`src/rtl/pm_loader_pkg.sv`:
```
// Shared definitions for the program-memory stream loader.
// Latency: n/a (types and constants only).
// Backpressure: n/a.
package pm_loader_pkg;

  // Loader FSM states; encodings are fixed so external debug taps can decode them.
  typedef enum logic [1:0] {
    IDLE  = 2'd0,
    LOAD  = 2'd1,
    FLUSH = 2'd2,
    RUN   = 2'd3
  } state_e;

  // Largest legal image length in bytes for a given address width.
  function automatic int len_max(input int add_width);
    return 1 << add_width;
  endfunction

endpackage

```
`src/rtl/pm_loader_timeout.sv`:
```
// Idle-cycle watchdog for the LOAD phase: counts consecutive cycles without a beat.
// Latency: expired is combinational from the current count and en.
// Backpressure: none; clr has priority over en, the count saturates at TIMEOUT-1.
module pm_loader_timeout
  import pm_loader_pkg::*;
#(
  parameter int TIMEOUT = 255
) (
  input  logic clk,
  input  logic rst,
  input  logic clr,
  input  logic en,
  output logic expired
);

  localparam int CW = (TIMEOUT < 2) ? 1 : $clog2(TIMEOUT);
  localparam logic [CW-1:0] LAST = CW'(TIMEOUT - 1);

  logic [CW-1:0] cnt_q, cnt_d;

  // The TIMEOUT-th consecutive idle cycle is the one that sees LAST with en high.
  assign expired = en & (cnt_q == LAST);

  // Next count: clear on request, otherwise advance on idle cycles until LAST.
  always_comb begin
    cnt_d = cnt_q;
    if (clr) begin
      cnt_d = '0;
    end else if (en && (cnt_q != LAST)) begin
      cnt_d = cnt_q + CW'(1);
    end
  end

  // Count register with synchronous reset.
  always_ff @(posedge clk) begin
    if (rst) begin
      cnt_q <= '0;
    end else begin
      cnt_q <= cnt_d;
    end
  end

endmodule

```
`src/rtl/pm_stream_loader.sv`:
```
// Streams an image byte-by-byte into CPU program memory and holds the CPU in reset until it is complete.
// Latency: a byte accepted in cycle N appears on the write port in cycle N+1; done follows the last write by one cycle.
// Backpressure: in_ready is high only in LOAD; the loader never stalls a beat it has offered to take.
module pm_stream_loader
  import pm_loader_pkg::*;
#(
  parameter int ADD_WIDTH = 7,
  parameter int WIDTH     = 8,
  parameter int TIMEOUT   = 255
) (
  input  logic                 clk,
  input  logic                 rst,
  input  logic                 start,
  input  logic [ADD_WIDTH:0]   len,
  input  logic [WIDTH-1:0]     in_data,
  input  logic                 in_valid,
  output logic                 in_ready,
  output logic                 pmWrEn,
  output logic [ADD_WIDTH-1:0] pm_addr,
  output logic [WIDTH-1:0]     instructionIn,
  output logic                 cpu_rst,
  output logic                 busy,
  output logic                 done,
  output logic                 err
);

  localparam logic [ADD_WIDTH:0] LEN_LIMIT = (ADD_WIDTH + 1)'(len_max(ADD_WIDTH));
  localparam logic [ADD_WIDTH:0] ONE       = (ADD_WIDTH + 1)'(1);

  state_e               state_q, state_d;
  logic [ADD_WIDTH:0]   len_q, len_d;
  logic [ADD_WIDTH:0]   count_q, count_d;
  logic                 wr_en_q, wr_en_d;
  logic [ADD_WIDTH-1:0] addr_q, addr_d;
  logic [WIDTH-1:0]     data_q, data_d;
  logic                 done_q, done_d;
  logic                 err_q, err_d;

  logic beat;
  logic len_ok;
  logic to_clr;
  logic to_en;
  logic to_expired;

  assign in_ready = (state_q == LOAD);
  assign beat     = in_valid & in_ready;
  assign len_ok   = (len != '0) && (len <= LEN_LIMIT);

  // Any beat, or being outside LOAD, restarts the idle count so each load starts fresh.
  assign to_clr = (state_q != LOAD) | beat;
  assign to_en  = (state_q == LOAD) & ~beat;

  pm_loader_timeout #(
    .TIMEOUT(TIMEOUT)
  ) u_timeout (
    .clk    (clk),
    .rst    (rst),
    .clr    (to_clr),
    .en     (to_en),
    .expired(to_expired)
  );

  // Next-state, byte counter and write-port next values.
  always_comb begin
    state_d = state_q;
    len_d   = len_q;
    count_d = count_q;
    wr_en_d = 1'b0;
    addr_d  = addr_q;
    data_d  = data_q;
    done_d  = 1'b0;
    err_d   = 1'b0;
    case (state_q)
      IDLE, RUN: begin
        // An illegal request leaves the state alone, so a running CPU keeps running.
        if (start) begin
          if (len_ok) begin
            state_d = LOAD;
            len_d   = len;
            count_d = '0;
          end else begin
            err_d = 1'b1;
          end
        end
      end
      LOAD: begin
        if (beat) begin
          wr_en_d = 1'b1;
          addr_d  = count_q[ADD_WIDTH-1:0];
          data_d  = in_data;
          count_d = count_q + ONE;
          if (count_q == (len_q - ONE)) begin
            state_d = FLUSH;
          end
        end else if (to_expired) begin
          // Partial image stays in memory; the CPU stays in reset.
          state_d = IDLE;
          err_d   = 1'b1;
        end
      end
      FLUSH: begin
        state_d = RUN;
        done_d  = 1'b1;
      end
      default: begin
        state_d = IDLE;
      end
    endcase
  end

  // State and registered write-port / pulse outputs.
  always_ff @(posedge clk) begin
    if (rst) begin
      state_q <= IDLE;
      len_q   <= '0;
      count_q <= '0;
      wr_en_q <= 1'b0;
      addr_q  <= '0;
      data_q  <= '0;
      done_q  <= 1'b0;
      err_q   <= 1'b0;
    end else begin
      state_q <= state_d;
      len_q   <= len_d;
      count_q <= count_d;
      wr_en_q <= wr_en_d;
      addr_q  <= addr_d;
      data_q  <= data_d;
      done_q  <= done_d;
      err_q   <= err_d;
    end
  end

  assign pmWrEn        = wr_en_q;
  assign pm_addr       = addr_q;
  assign instructionIn = data_q;
  assign cpu_rst       = (state_q != RUN);
  assign busy          = (state_q == LOAD) || (state_q == FLUSH);
  assign done          = done_q;
  assign err           = err_q;

endmodule
```
`config.mk`:
```
export PLATFORM = sky130hd
export DESIGN_NAME = pm_stream_loader
export DESIGN_NICKNAME = d
export VERILOG_FILES = /design/src/rtl/pm_loader_pkg.sv /design/src/rtl/pm_loader_timeout.sv /design/src/rtl/pm_stream_loader.sv
export SDC_FILE = /design/constraint.sdc
export NUM_CORES = 1
export LEC_CHECK = 0
export CELL_PAD_IN_SITES_DETAIL_PLACEMENT = 1
export CELL_PAD_IN_SITES_GLOBAL_PLACEMENT = 1
export CORE_MARGIN = 2
export CORE_UTILIZATION = 41
export CTS_CLUSTER_SIZE = 28
export DETAILED_ROUTE_END_ITERATION = 10
export PLACE_DENSITY_LB_ADDON = 0.15
export SYNTH_ARGS = -nofsm -noshare
export SYNTH_HDL_FRONTEND = slang
export SYNTH_SLANG_ARGS = --single-unit
```
`constraint.sdc`:
```
create_clock -name clk -period 3.7 [get_ports clk]
set_input_delay 0.74 -clock clk [delete_from_list [all_inputs] [get_ports clk]]
set_output_delay 0.74 -clock clk [all_outputs]
set_load 0.01 [all_outputs]
```
* After elaboration in Yosys (flattened, before gate mapping) *
Cells that the tools add are included.

operators by class
  add/sub/neg operators = 3
  reduce and logical (&&, ||, !) cells = 13
  equality and inequality tests = 13
  div/mod/pow operators = 0
  magnitude comparators = 1
  bitwise logic cells = 6
  muxes and demuxes = 17
  multipliers = 0
  shifts and indexed selects = 0

operators with widths
  cell                                                                 count
  8-bit two-way mux                                                    3
  8-bit by 1-bit adder with 8-bit output (second input constant)       2
  8-bit case mux with 2 select lines                                   1
  2-bit two-way mux                                                    5
  8-bit == test                                                        1
  8-bit == test (second input constant)                                1
  8-bit <= comparator (second input constant)                          1
  8-bit != test (second input constant)                                1
  4-bit AND reduction                                                  2
  8-bit nonzero test                                                   1
  8-bit by 1-bit subtractor with 8-bit output (second input constant)  1
  1-bit two-way mux                                                    6
  2-bit != test (second input constant)                                3
  2-bit case mux with 3 select lines                                   1
  2-bit OR reduction                                                   3
  2-bit == test (second input constant)                                2
  2-bit by 1-bit != test with 1-bit output (second input constant)     2
  1-bit AND                                                            3
  3-bit by 1-bit != test with 1-bit output (second input constant)     1
  3-bit by 2-bit != test with 1-bit output (second input constant)     1
  3-bit AND reduction                                                  1
  2-bit by 1-bit == test with 1-bit output (second input constant)     1
  1-bit logical AND                                                    2
  2-bit logical NOT                                                    1
  other kinds (6)                                                      7

storage, ports and cells
  bits in writable memories = 0
  input port bits = 20
  memories kept = 0
  bits in latches = 0
  memory bits (read-only) = 0
  logic and storage cells = 62
  output and inout port bits = 21
  flip-flop bits (word level) = 44

* Depth between registers and ports, before layout *
  depth in word-level cells = 8
  gate-level depth with buffers = 9
  gate-level depth less buffers = 8

* Hierarchy *
From an unflattened synthesis, not the netlist that was laid out.

unflattened totals
  cell total of the unflattened synthesis = 253
  area, all modules = 2250.9 µm²

modules (own cells, without submodules)
  module             area each (µm²)  cells an instance  times used
  pm_stream_loader   1804.2           201                1
  pm_loader_timeout  446.7            52                 1

* Worst setup path before layout *
OpenSTA, ideal clock, no wires.

  path type = input to register
  start = input port len[3]
  end = register count_q[3]
  cell stages on the path = 6
  required time = 3.630 ns
  arrival time = 2.179 ns
  setup time = 0.070 ns
  setup slack = 1.452 ns
  path through = nor4_4 nand4_2 a311oi_4 inv_2 or3_1 a21oi_1

on the way
  longest elaborated chain between the ends = 4

RTL lines
  what                                                              RTL line                 text
  from (decl)                                                       pm_stream_loader.sv:14   input logic [ADD_WIDTH:0] len,
  8-bit <= comparator / 8-bit nonzero test (equally long branches)  pm_stream_loader.sv:47   assign len_ok = (len != '0) && (len <= LEN_LIMIT);
  1-bit logical AND *                                               pm_stream_loader.sv:47
  2-bit != test (no line) *                                         -
  4-bit AND reduction (no line) *                                   -
  to (signal assigned)                                              pm_stream_loader.sv:125  count_q <= count_d;
  to (decl)                                                         pm_stream_loader.sv:32   logic [ADD_WIDTH:0] count_q, count_d;

Mark *: on every way between the ends. The rest lies on a longest branch, timed or not.
A chain may end at the register's enable or synchronous reset.

* Worst setup path after layout *
Same ends and word-level chain as after synthesis.

==> results.yml <==
outcome:
  status: "complete, no violations"
finish:
  areaGrowthSynthToFinish_pct: 26.23
  n_antenna_cell: 0
  drive_above_1_share_pct: 5.575
  final_common_cell: "dfxtp_1"
  nets: 315
  mostFrequentLayoutCells: "dfxtp_1, nand2_1, clkdlybuf4s50_1"
  fin_area_mm2: 0.002631
setup_path:
  crit_type: "input pin to flop"
  critPathLaunchType: "input pin"
  worstPathArrival_ns: 2.86
  worst-path-max-fanout: 7
  endpoint_kind: "flop"
  crit_required_ns: 3.93
sta:
  timing_hold_violations_final: 0
  setup_ws_ns: 1.067
  slew-limit-headroom_pct: 49.06
  rsz0062_at_grt: "no"
  slew_violations: 0
  fmax_mhz: 379.8
  min_period_ns: 2.633
  setup_viol: 0
  worst_pin_slew_ns: 0.7545
  tns_ns: 0
  fin_crit_sh_pct: 71.16
  finalClockSkew_ns: 0.001289
floorplanning:
  core_area_mm2: 0.004817
  die_w_um: 75.31
  fp-row-count: 25
  die_area_mm2: 0.005671
  ios: 41
  start_util_pct: 43.27
  die_h_um: 75.31
global_route:
  track_usage_pct: 18.70
  busiest_layer: "met2"
  grt_pass1_vias: 1788
  grt_max_degree: 34
  grt_overflow_total: 0
  antenna_found_initial: 0
  grt.met2_usage_pct: 31.40
  grt_pass1_wl_um: 8121
  grt.met3_usage_pct: 4.101
  grt_use_met1_pct: 23.56
route:
  vias: 1798
  firstDrtPassIters: 4
  initialDrtViolationCount: 65
  totalWireLength_um: 4760
  wire_per_inst_um: 13.45
  drc: 0
  vias_per_cell: 5.079
  ant_nets: 0
clocking:
  cts_made_buffers: 5
  cts_tree: "done"
  cts_resized: 0
  clock-sinks: 44
  cts-root-buf: "clkbuf_8"
  clk_latency_ns: 0.29
  htree_levels: 2
  clk_path_buf_depth: 2
  postCtsSetupBuffers: 0
  path_clk_slew_ns: 0.08
  hold_buffers: 0
synth:
  yosysSeqAreaShare_pct: 42.26
  synth_fp_nets: 275
  yosysUniqueCellTypes: 40
  synth.avg_cell_area_um2: 8.439
  synthCells: 247
  synth_ff_type: "dfxtp_1"
  netlist_area_mm2: 0.002084
  ys_warn_count: 0
  synth-seq-cells: 44
  synth_edf_count: 0
  async_flop_share_pct: 0
placed_design:
  placed_cell_area_mm2: 0.002554
  hpwl_um: 3616
  place_congestion: 0.7473
  pre_cts_ws_ns: 0.7486
  portBuffers: 40
min_path:
  hold_path_class: "flop to flop"
flow_run:
  drv_cap: 0
pwr:
  p_total_uw: 1027
  ir_worst_vdd_uv: 174.5
  leakage_uw: 0.0009691
  power_density_mw_per_mm2: 390.3
synthesized netlist by cell type, types with 4 or more instances:
cell type / count / area [µm²]
nor2_1: 28 / 105.1
dfxtp_1: 44 / 880.8
nand2_1: 43 / 161.4
mux2i_1: 9 / 90.09
xor2_1: 13 / 113.9
nor3_1: 4 / 20.02
xnor2_1: 6 / 52.55
inv_1: 11 / 41.29
and3_1: 4 / 25.02
a21oi_1: 21 / 105.1
ha_1: 8 / 100.1
nand4_1: 8 / 50.05
o21ai_0: 4 / 20.02
clkbuf_1: 10 / 37.54
state kept, by name (all words and copies together) (netlist names):
register and flops:
pm_addr 7, count_q 8, err 1, done 1, u_timeout.cnt_q 8, instructionIn 8
len_q 8, pmWrEn 1, state_q 2
report_power, final:
group          switching [µW]  internal [µW]  total [µW]
logic                     125            108         233
clock network             154            128         282
registers                18.5            494         512
worst paths after layout:
check                         from               end  slack (ns)  cells after the start
setup reg to reg          len_q[0]        state_q[0]        1.45                      8
hold reg to reg   instructionIn[4]  instructionIn[4]        0.46                      2
hold / removal    instructionIn[4]  instructionIn[4]        0.46                      2
setup / recovery            len[3]        count_q[3]        1.07                      7
cells by family after synthesis:
logic type,Yosys count,share of synthesized area (%)
AO/OA/AOI/OAI,41,13.03
XOR/XNOR,19,7.983
adder cells (fa/ha/maj),8,4.802
buffers and inverters,22,3.962
flip-flops,44,42.26
multiplexers,9,4.322
AND/OR/NAND/NOR,104,23.65
metal layers:
metal | share of wire (%) | up-vias
met5 | 0 | -
met4 | 1.6 | 0
met3 | 3.5 | 7
met2 | 48 | 23
met1 | 47 | 846
li1 | - | 922
stage by stage:
stage	hold slack [ns]	instances	utilization, %
2_1_floorplan	0.4587	247	-
3_3_place_gp	0.4416	347	53.01
3_5_place_dp	0.4489	347	53.01
4_1_cts	0.4601	354	54.62
5_1_grt	0.4800	354	54.62
6_report	0.4567	354	54.62
cell type report:
| cell class | count | area, µm² |
|---|---|---|
| Inverter | 12 | 45.04 |
| Tap cell | 67 | 83.83 |
| Clock buffer | 6 | 72.57 |
| Timing Repair Buffer | 43 | 422.9 |
| Clock inverter | 1 | 5.005 |
| Sequential cell | 44 | 880.8 |
| Fill cell | 604 | 2186 |
| Multi-Input combinational cell | 181 | 1121 |
critical path, stage by stage:
cell             delay, ns
clkdlybuf4s50_1       0.46
nor4_4                0.36
nand4_2               0.20
a311oi_4              0.50
inv_2                 0.09
or3_1                 0.36
a21oi_1               0.14
Power figures use the tool's default switching activity.
